## src/rtl/sat_engine_ctrl.sv

```systemverilog
// sat_engine_ctrl: initiator-side sequencer for the sat engine state list (load, propagate, decide/imply/analyze/backtrack loop)
// Ports: clk/rst (sync, active-high); start_core_i, cur_bin_num_i, base_lvl_i start a run;
//   load_lvl_en_o/load_lvl_o, base_lvl_en_o/base_lvl_o load the latched base level;
//   start_decision_o/done_decision_i/decision_none_i, apply_imply_o/done_imply_i/find_conflict_i,
//   apply_analyze_o/done_analyze_i/bkt_bin_i/bkt_lvl_i, apply_bkt_cur_bin_o/done_bkt_cur_bin_i are the state list handshakes;
//   done_core_o, result_o (0 none, 1 SAT, 2 UNSAT, 3 other bin), bkt_bin_o, bkt_lvl_o, num_decisions_o, num_conflicts_o, error_o report the run.
// Optional: define SAT_CTRL_WATCHDOG_EN to abort a run when a done_* does not arrive within WATCHDOG_CYCLES.
module sat_engine_ctrl #(
   parameter int WIDTH_LVL    = 16,
   parameter int WIDTH_BIN_ID = 10,
   parameter int WIDTH_CNT    = 16
`ifdef SAT_CTRL_WATCHDOG_EN
  ,parameter int WATCHDOG_CYCLES = 1024
`endif
) (
   input  logic                    clk,
   input  logic                    rst,
   input  logic                    start_core_i,
   input  logic [WIDTH_BIN_ID-1:0] cur_bin_num_i,
   input  logic [WIDTH_LVL-1:0]    base_lvl_i,
   output logic                    load_lvl_en_o,
   output logic [WIDTH_LVL-1:0]    load_lvl_o,
   output logic                    base_lvl_en_o,
   output logic [WIDTH_LVL-1:0]    base_lvl_o,
   output logic                    start_decision_o,
   input  logic                    done_decision_i,
   input  logic                    decision_none_i,
   output logic                    apply_imply_o,
   input  logic                    done_imply_i,
   input  logic                    find_conflict_i,
   output logic                    apply_analyze_o,
   input  logic                    done_analyze_i,
   input  logic [WIDTH_BIN_ID-1:0] bkt_bin_i,
   input  logic [WIDTH_LVL-1:0]    bkt_lvl_i,
   output logic                    apply_bkt_cur_bin_o,
   input  logic                    done_bkt_cur_bin_i,
   output logic                    done_core_o,
   output logic [1:0]              result_o,
   output logic [WIDTH_BIN_ID-1:0] bkt_bin_o,
   output logic [WIDTH_LVL-1:0]    bkt_lvl_o,
   output logic [WIDTH_CNT-1:0]    num_decisions_o,
   output logic [WIDTH_CNT-1:0]    num_conflicts_o,
   output logic                    error_o
);
   localparam logic [2:0] S_IDLE = 3'd0, S_LOAD = 3'd1, S_DECIDE = 3'd2, S_IMPLY = 3'd3,
                          S_ANALYZE = 3'd4, S_ANA_REL = 3'd5, S_BKT = 3'd6, S_FINISH = 3'd7;
   localparam logic [1:0] RES_SAT = 2'd1, RES_UNSAT = 2'd2, RES_OTHER = 2'd3;
   logic [2:0] r_state;
   logic       w_timeout;
   assign load_lvl_o = base_lvl_o;
`ifdef SAT_CTRL_WATCHDOG_EN
   localparam int WW = $clog2(WATCHDOG_CYCLES + 1);
   logic [WW-1:0] r_wd;
   logic          w_wait;
   // Any matching done_* ends the wait, so clearing while not waiting equals clearing on entry to the next wait state.
   assign w_wait = (r_state == S_DECIDE && !done_decision_i) || (r_state == S_IMPLY && !done_imply_i) ||
                   (r_state == S_ANALYZE && !done_analyze_i) || (r_state == S_BKT && !done_bkt_cur_bin_i);
   assign w_timeout = w_wait && r_wd == WW'(WATCHDOG_CYCLES - 1);
   always_ff @(posedge clk)
      r_wd <= (rst || !w_wait) ? '0 : r_wd + 1'b1;
`else
   assign w_timeout = 1'b0;
`endif
   always_ff @(posedge clk) begin
      if (rst) begin
         r_state             <= S_IDLE;
         load_lvl_en_o       <= 1'b0;
         base_lvl_en_o       <= 1'b0;
         base_lvl_o          <= '0;
         start_decision_o    <= 1'b0;
         apply_imply_o       <= 1'b0;
         apply_analyze_o     <= 1'b0;
         apply_bkt_cur_bin_o <= 1'b0;
         done_core_o         <= 1'b0;
         result_o            <= '0;
         bkt_bin_o           <= '0;
         bkt_lvl_o           <= '0;
         num_decisions_o     <= '0;
         num_conflicts_o     <= '0;
         error_o             <= 1'b0;
      end else begin
         load_lvl_en_o    <= 1'b0;
         base_lvl_en_o    <= 1'b0;
         start_decision_o <= 1'b0;
         done_core_o      <= 1'b0;
         if (w_timeout) begin
            apply_imply_o       <= 1'b0;
            apply_analyze_o     <= 1'b0;
            apply_bkt_cur_bin_o <= 1'b0;
            error_o             <= 1'b1;
            result_o            <= '0;
            done_core_o         <= 1'b1;
            r_state             <= S_FINISH;
         end else begin
            case (r_state)
               S_IDLE: if (start_core_i) begin
                  base_lvl_o      <= base_lvl_i;
                  num_decisions_o <= '0;
                  num_conflicts_o <= '0;
                  result_o        <= '0;
                  error_o         <= 1'b0;
                  bkt_bin_o       <= '0;
                  bkt_lvl_o       <= '0;
                  load_lvl_en_o   <= 1'b1;
                  base_lvl_en_o   <= 1'b1;
                  r_state         <= S_LOAD;
               end
               S_LOAD: begin
                  apply_imply_o <= 1'b1;
                  r_state       <= S_IMPLY;
               end
               S_DECIDE: if (done_decision_i) begin
                  if (decision_none_i) begin
                     result_o    <= RES_SAT;
                     done_core_o <= 1'b1;
                     r_state     <= S_FINISH;
                  end else begin
                     num_decisions_o <= num_decisions_o + {{(WIDTH_CNT-1){1'b0}}, ~&num_decisions_o};
                     apply_imply_o   <= 1'b1;
                     r_state         <= S_IMPLY;
                  end
               end
               S_IMPLY: if (done_imply_i) begin
                  apply_imply_o <= 1'b0;
                  if (find_conflict_i) begin
                     num_conflicts_o <= num_conflicts_o + {{(WIDTH_CNT-1){1'b0}}, ~&num_conflicts_o};
                     apply_analyze_o <= 1'b1;
                     r_state         <= S_ANALYZE;
                  end else begin
                     start_decision_o <= 1'b1;
                     r_state          <= S_DECIDE;
                  end
               end
               S_ANALYZE: if (done_analyze_i) begin
                  apply_analyze_o <= 1'b0;
                  bkt_bin_o       <= bkt_bin_i;
                  bkt_lvl_o       <= bkt_lvl_i;
                  r_state         <= S_ANA_REL;
               end
               S_ANA_REL: begin
                  // Level 0 means nothing left to undo, so UNSAT outranks a foreign target bin.
                  if (bkt_lvl_o == '0 || bkt_bin_o != cur_bin_num_i) begin
                     result_o    <= (bkt_lvl_o == '0) ? RES_UNSAT : RES_OTHER;
                     done_core_o <= 1'b1;
                     r_state     <= S_FINISH;
                  end else begin
                     apply_bkt_cur_bin_o <= 1'b1;
                     r_state             <= S_BKT;
                  end
               end
               S_BKT: if (done_bkt_cur_bin_i) begin
                  apply_bkt_cur_bin_o <= 1'b0;
                  apply_imply_o       <= 1'b1;
                  r_state             <= S_IMPLY;
               end
               default: r_state <= S_IDLE;
            endcase
         end
      end
   end
endmodule

```

## config.mk

```make
export PLATFORM = sky130hd
export DESIGN_NAME = sat_engine_ctrl
export DESIGN_NICKNAME = d
export VERILOG_FILES = /design/src/rtl/sat_engine_ctrl.sv
export SDC_FILE = /design/constraint.sdc
export NUM_CORES = 1
export LEC_CHECK = 0
export ABC_AREA = 0
export BUFFER_PORTS_ARGS = -buffer_cell sky130_fd_sc_hd__buf_2
export CAP_MARGIN = 25
export CORE_UTILIZATION = 53
export DETAILED_ROUTE_END_ITERATION = 10
export HOLD_SLACK_MARGIN = 0.12
export PLACE_DENSITY = 0.94
export SLEW_MARGIN = 20
export SYNTH_ARGS = -nofsm -noshare
export SYNTH_HDL_FRONTEND = slang
export SYNTH_SLANG_ARGS = --single-unit
```

## constraint.sdc

```tcl
create_clock -name clk -period 4.1 [get_ports clk]
set_input_delay 0.615 -clock clk [delete_from_list [all_inputs] [get_ports clk]]
set_output_delay 0.615 -clock clk [all_outputs]
set_load 0.01 [all_outputs]
```

[Word level (Yosys, flattened, before mapping)]
Index checks and enable logic that the tools add are counted.
Word-level totals
  register bits after elaboration: 85
Operators by class
  reduce and logical (&&, ||, !) cells: 25
  multiplexer cells: 45
  add/sub/neg operators: 2
  bitwise logic cells: 3
  equal/unequal tests: 17
Operators with widths (count)
  16-bit two-way mux: 6
  16-bit case mux with 2 select lines: 3
  16-bit by 1-bit adder with 16-bit output: 2
  16-bit AND reduction: 2
  3-bit two-way mux: 7
  3-bit case mux with 7 select lines: 1
  10-bit two-way mux: 2
  2-bit inequality test (second input constant): 10
  10-bit case mux with 2 select lines: 1
  16-bit zero test: 1
  1-bit two-way mux: 16
  5-bit AND reduction: 3
  4-bit AND reduction: 3
  10-bit inequality test: 1
  2-bit nonzero test: 5
  3-bit equality test (second input constant): 3
  2-bit two-way mux: 4
  3-bit by 2-bit equality test with 1-bit output (second input constant): 2
  1-bit case mux with 2 select lines: 3
  2-bit case mux with 3 select lines: 1
  3-bit AND reduction: 2
  1-bit case mux with 4 select lines: 1
  4-bit nonzero test: 1
  3-bit by 1-bit equality test with 1-bit output (second input constant): 1
  8 further kinds: 11

[Logic depth before layout (Yosys ltp)]
  depth after elaboration: 6
  depth in mapped cells: 9
  mapped depth without buffers: 8

[Least setup slack after synthesis]
No wires, ideal clock.
  path kind: reg-to-reg
  from: register num_decisions_o[6]
  to: register num_decisions_o[15]
  arrival time: 2.183 ns
  setup time: 0.125 ns
  period minus slack after synthesis: 2.308 ns
  slack: 1.792 ns
  stages on the path, launching flop included: 9
  required time: 3.975 ns
  path through: dfxtp_1 and4_1 nand4_1 or4_1 ha_1 and2_1 o2111ai_1 or4_1 a21oi_1
Between the ends
  word-level cells in the longest chain between the ends: 6
RTL lines
  from (decl): line 41  | output logic [WIDTH_CNT-1:0] num_decisions_o,
  from (signal assigned): line 118  | num_decisions_o <= num_decisions_o + {{(WIDTH_CNT-1){1'b0}}, ~&num_decisions_o};
  16-bit AND reduction: line 118
  1-bit zero test: line 118
  16-bit by 1-bit adder with 16-bit output *: line 118
  16-bit two-way mux *: line 113  | if (decision_none_i) begin
  16-bit two-way mux *: line 112  | S_DECIDE: if (done_decision_i) begin
  16-bit case mux with 2 select lines *: line 95  | case (r_state)
Every way passes the cells marked *; elsewhere a longest branch is shown, timed or not. The select of a mux whose other input is x is not followed.
A chain may end at the register's enable or synchronous reset.

[Worst setup path in the final report]
Same ends and word-level chain as after synthesis.

==> results.json <==
{
  "cp-end-kind": "register",
  "antenna_left": 0,
  "powerDensity_nw_per_um2": 371,
  "post_synth_xor_area_fraction_pct": 4.06,
  "rsz0062_at_grt": "false",
  "grt_usage_pct": 25.8,
  "mappedNetlistArea_um2": 4100,
  "cap_violations": 0,
  "synth_cell_type_count": 52,
  "tightest_slew_ps": 971,
  "synth_edf_count": 0,
  "leakagePower_nw": 2.07,
  "p_int_mw": 1.37,
  "status": "complete, no violations",
  "fmax_mhz": 388,
  "holdPathEnd": "result_o[1]",
  "clock_skew_ps": 12.8,
  "dr.first_iter.drc_count": 194,
  "setup_viol": 0,
  "p_clk_share_pct": 38.9,
  "seqPwrFrac_pct": 47.7,
  "num_antenna_cells": 0,
  "dieWidth_um": 90.0,
  "cts_max_level": 3,
  "gr-usage-met2_pct": 44.4,
  "hold_depth": 2,
  "dieArea_um2": 8100,
  "hpwl_mm": 7.47,
  "finalCritPeriodShare_pct": 62.8,
  "period_needed_ps": 2580,
  "busiest_layer": "met2",
  "cts_sinks": 85,
  "vias": 4088,
  "overflow": 0,
  "mostFrequentLayoutCell": "buf_2",
  "drcViolationCount": 0,
  "initial_utilization_pct": 55.7,
  "ir_worst_vdd_mv": 0.208,
  "finalSetupTns_ps": 0,
  "synth-adder-area-share_pct": 1.22,
  "cts_tree": "built",
  "cts_buffers": 9,
  "grt_pass1_vias": 3749,
  "yosysWarnings": 0,
  "grt_max_degree": 60,
  "num_io_pins": 161,
  "yosysSeqAreaShare_pct": 41.5,
  "layout.area.seq_um2": 1700,
  "finalMaxSlewViolations": 0,
  "grt_pass1_wl_mm": 17.1,
  "core_um2": 7370,
  "grt_antenna_before_repair": 0,
  "hold_viol": 0,
  "layout-drive-gt1-share_pct": 31.3,
  "fillCellCount": 617,
  "area_delta_synth_final_pct": 22.1,
  "met1_usage_pct": 31.2,
  "fp.dieH_um": 90.0,
  "setup_slack_ps": 1520,
  "rows": 31,
  "syn_nets": 559,
  "cts_hold_buf": 0,
  "routed_wl_mm": 10.6,
  "root_buffer": "clkbuf_8",
  "dpl_worst_slack_ps": 1590,
  "min_path_type": "reg -> reg",
  "synth_seq_cells": 85,
  "clk_pin_slew_ps": 90,
  "synth_compound_area_share_pct": 17.6,
  "cts_resized": 0,
  "worst-setup-path-type": "reg -> reg",
  "nets": 680,
  "post-cts-setup-buffers": 0,
  "pwr-share-comb_pct": 13.4,
  "grt_use_met3_pct": 4.91,
  "maxSlewHeadroom_pct": 35.2,
  "clk_latency_ps": 360,
  "wl_per_cell_um": 14.7,
  "path_max_fanout": 8,
  "ys_async_sr_fraction_pct": 0,
  "synthCells": 494,
  "cp-start-kind": "register",
  "synthMuxAreaShare_pct": 1.77,
  "swShare_pct": 26.4,
  "r2r_end": "num_decisions_o[15]",
  "worstPathArrival_ps": 2770,
  "multi_input_area_um2": 2100,
  "power.switching_uw": 490,
  "required_ps": 4300,
  "gp_congestion": 0.815,
  "cts_buffer_depth": 2,
  "p_total_mw": 1.86,
  "r2r_start": "num_decisions_o[6]",
  "portBuffers": 159,
  "rr_worst_depth": 8,
  "yosys.area_share.simple_pct": 26.1,
  "via_per_inst": 5.69,
  "final_util_pct": 68.0,
  "rrSetupSlack_ps": 1520,
  "min_from": "result_o[1]",
  "drt_pre_antenna_iters": 4,
  "layout_common_cells": "159 x buf_2, 84 x dfxtp_1, 82 x nand2_1",
  "synth_flop_cell": "dfxtp_1",
  "synth_top_family_by_area": "simple AND/OR/NAND/NOR gates",
  "syn_area_per_cell_um2": 8.31
}
[metrics by stage]
stage               hold WS [ps]  cells  instance area, um2
floorplan                    481    494                4100
global placement             446    703                4760
detailed placement           452    703                4760
CTS                          465    719                5010
global route                 481    719                5010
finish                       462    719                5010
[sequential cells by signal, summed over array words and instances, names as in the netlist, 2 cells and up]
register / count
num_conflicts_o: 16
result_o: 2
base_lvl_o: 16
bkt_lvl_o: 16
num_decisions_o: 16
r_state: 3
bkt_bin_o: 10
[power groups by stage]
stage | logic [mW] | registers, mW | clock network (mW)
3_5_place_dp | 0.247 | 0.904 | 0
3_3_place_gp | 0.240 | 0.903 | 0
4_1_cts | 0.248 | 0.885 | 0.734
2_1_floorplan | 0.188 | 0.892 | 0
5_1_grt | 0.272 | 0.891 | 0.769
6_report | 0.248 | 0.886 | 0.722
[worst max-delay path by stage]
| stage | start | cells past startpoint | end | slack (ps) |
|---|---|---|---|---|
| 6_report | num_decisions_o[6] | 8 | num_decisions_o[15] | 1520 |
| 5_1_grt | num_decisions_o[6] | 8 | num_decisions_o[11] | 1290 |
| 4_1_cts | num_decisions_o[6] | 8 | num_decisions_o[15] | 1560 |
| 3_5_place_dp | num_decisions_o[6] | 8 | num_decisions_o[15] | 1590 |
| 3_3_place_gp | num_decisions_o[6] | 8 | num_decisions_o[13] | 1710 |
| 2_1_floorplan | num_decisions_o[6] | 8 | num_decisions_o[15] | 1790 |
[cells in the mapped netlist (2+ instances only)]
| master | instances | area share, % |
|---|---|---|
| nor3_1 | 2 | 0.24 |
| buf_4 | 20 | 3.7 |
| ha_1 | 4 | 1.2 |
| clkbuf_1 | 15 | 1.4 |
| o31ai_1 | 6 | 1.1 |
| nand4_1 | 36 | 5.5 |
| a21oi_1 | 71 | 8.7 |
| mux2i_1 | 5 | 1.2 |
| a211oi_1 | 3 | 0.55 |
| and4_1 | 7 | 1.5 |
| buf_2 | 14 | 1.7 |
| nor4_1 | 5 | 0.76 |
| and3_1 | 4 | 0.61 |
| nand3_1 | 10 | 1.2 |
| mux2_2 | 2 | 0.55 |
| xor2_1 | 4 | 0.85 |
| or3_1 | 15 | 2.3 |
| dfxtp_1 | 85 | 41 |
| nor2_1 | 18 | 1.6 |
| o2111ai_1 | 6 | 1.3 |
| nand2_1 | 82 | 7.5 |
| o21a_1 | 3 | 0.55 |
| buf_1 | 2 | 0.18 |
| o211ai_1 | 2 | 0.37 |
| inv_1 | 5 | 0.46 |
| or4_1 | 7 | 1.3 |
| a2111oi_2 | 3 | 1.1 |
| xnor2_1 | 15 | 3.2 |
| o21ai_0 | 19 | 2.3 |
| and2_1 | 2 | 0.30 |
[worst max-delay path: stages (launching register included)]
cell and delay, ps:
dfxtp_1 440, and4_1 290, nand4_1 190, or4_1 600, ha_1 240, and2_1 160
o2111ai_1 240, or4_1 190, a21oi_1 60
[cell type report]
type | instances | area share (%)
Multi-Input combinational cell | 352 | 41.8
Sequential cell | 85 | 34.0
Timing Repair Buffer | 162 | 16.3
Clock buffer | 11 | 2.82
Tap cell | 99 | 2.47
Clock inverter | 5 | 2.15
Inverter | 5 | 0.375
[routing by layer]
metal,share of wire [%],wire length [um]
met3,6.3,670
met2,50,5240
met4,2.1,219
met5,0,0
met1,42,4420
[cell families after synthesis]
| kind of cell | Yosys count |
|---|---|
| compound gates | 118 |
| xor+xnor | 19 |
| fa+ha+maj | 4 |
| buf+inv | 57 |
| flops | 85 |
| mux | 7 |
| other cells | 1 |
| simple gates | 203 |
(Power assumes the default switching activity.)
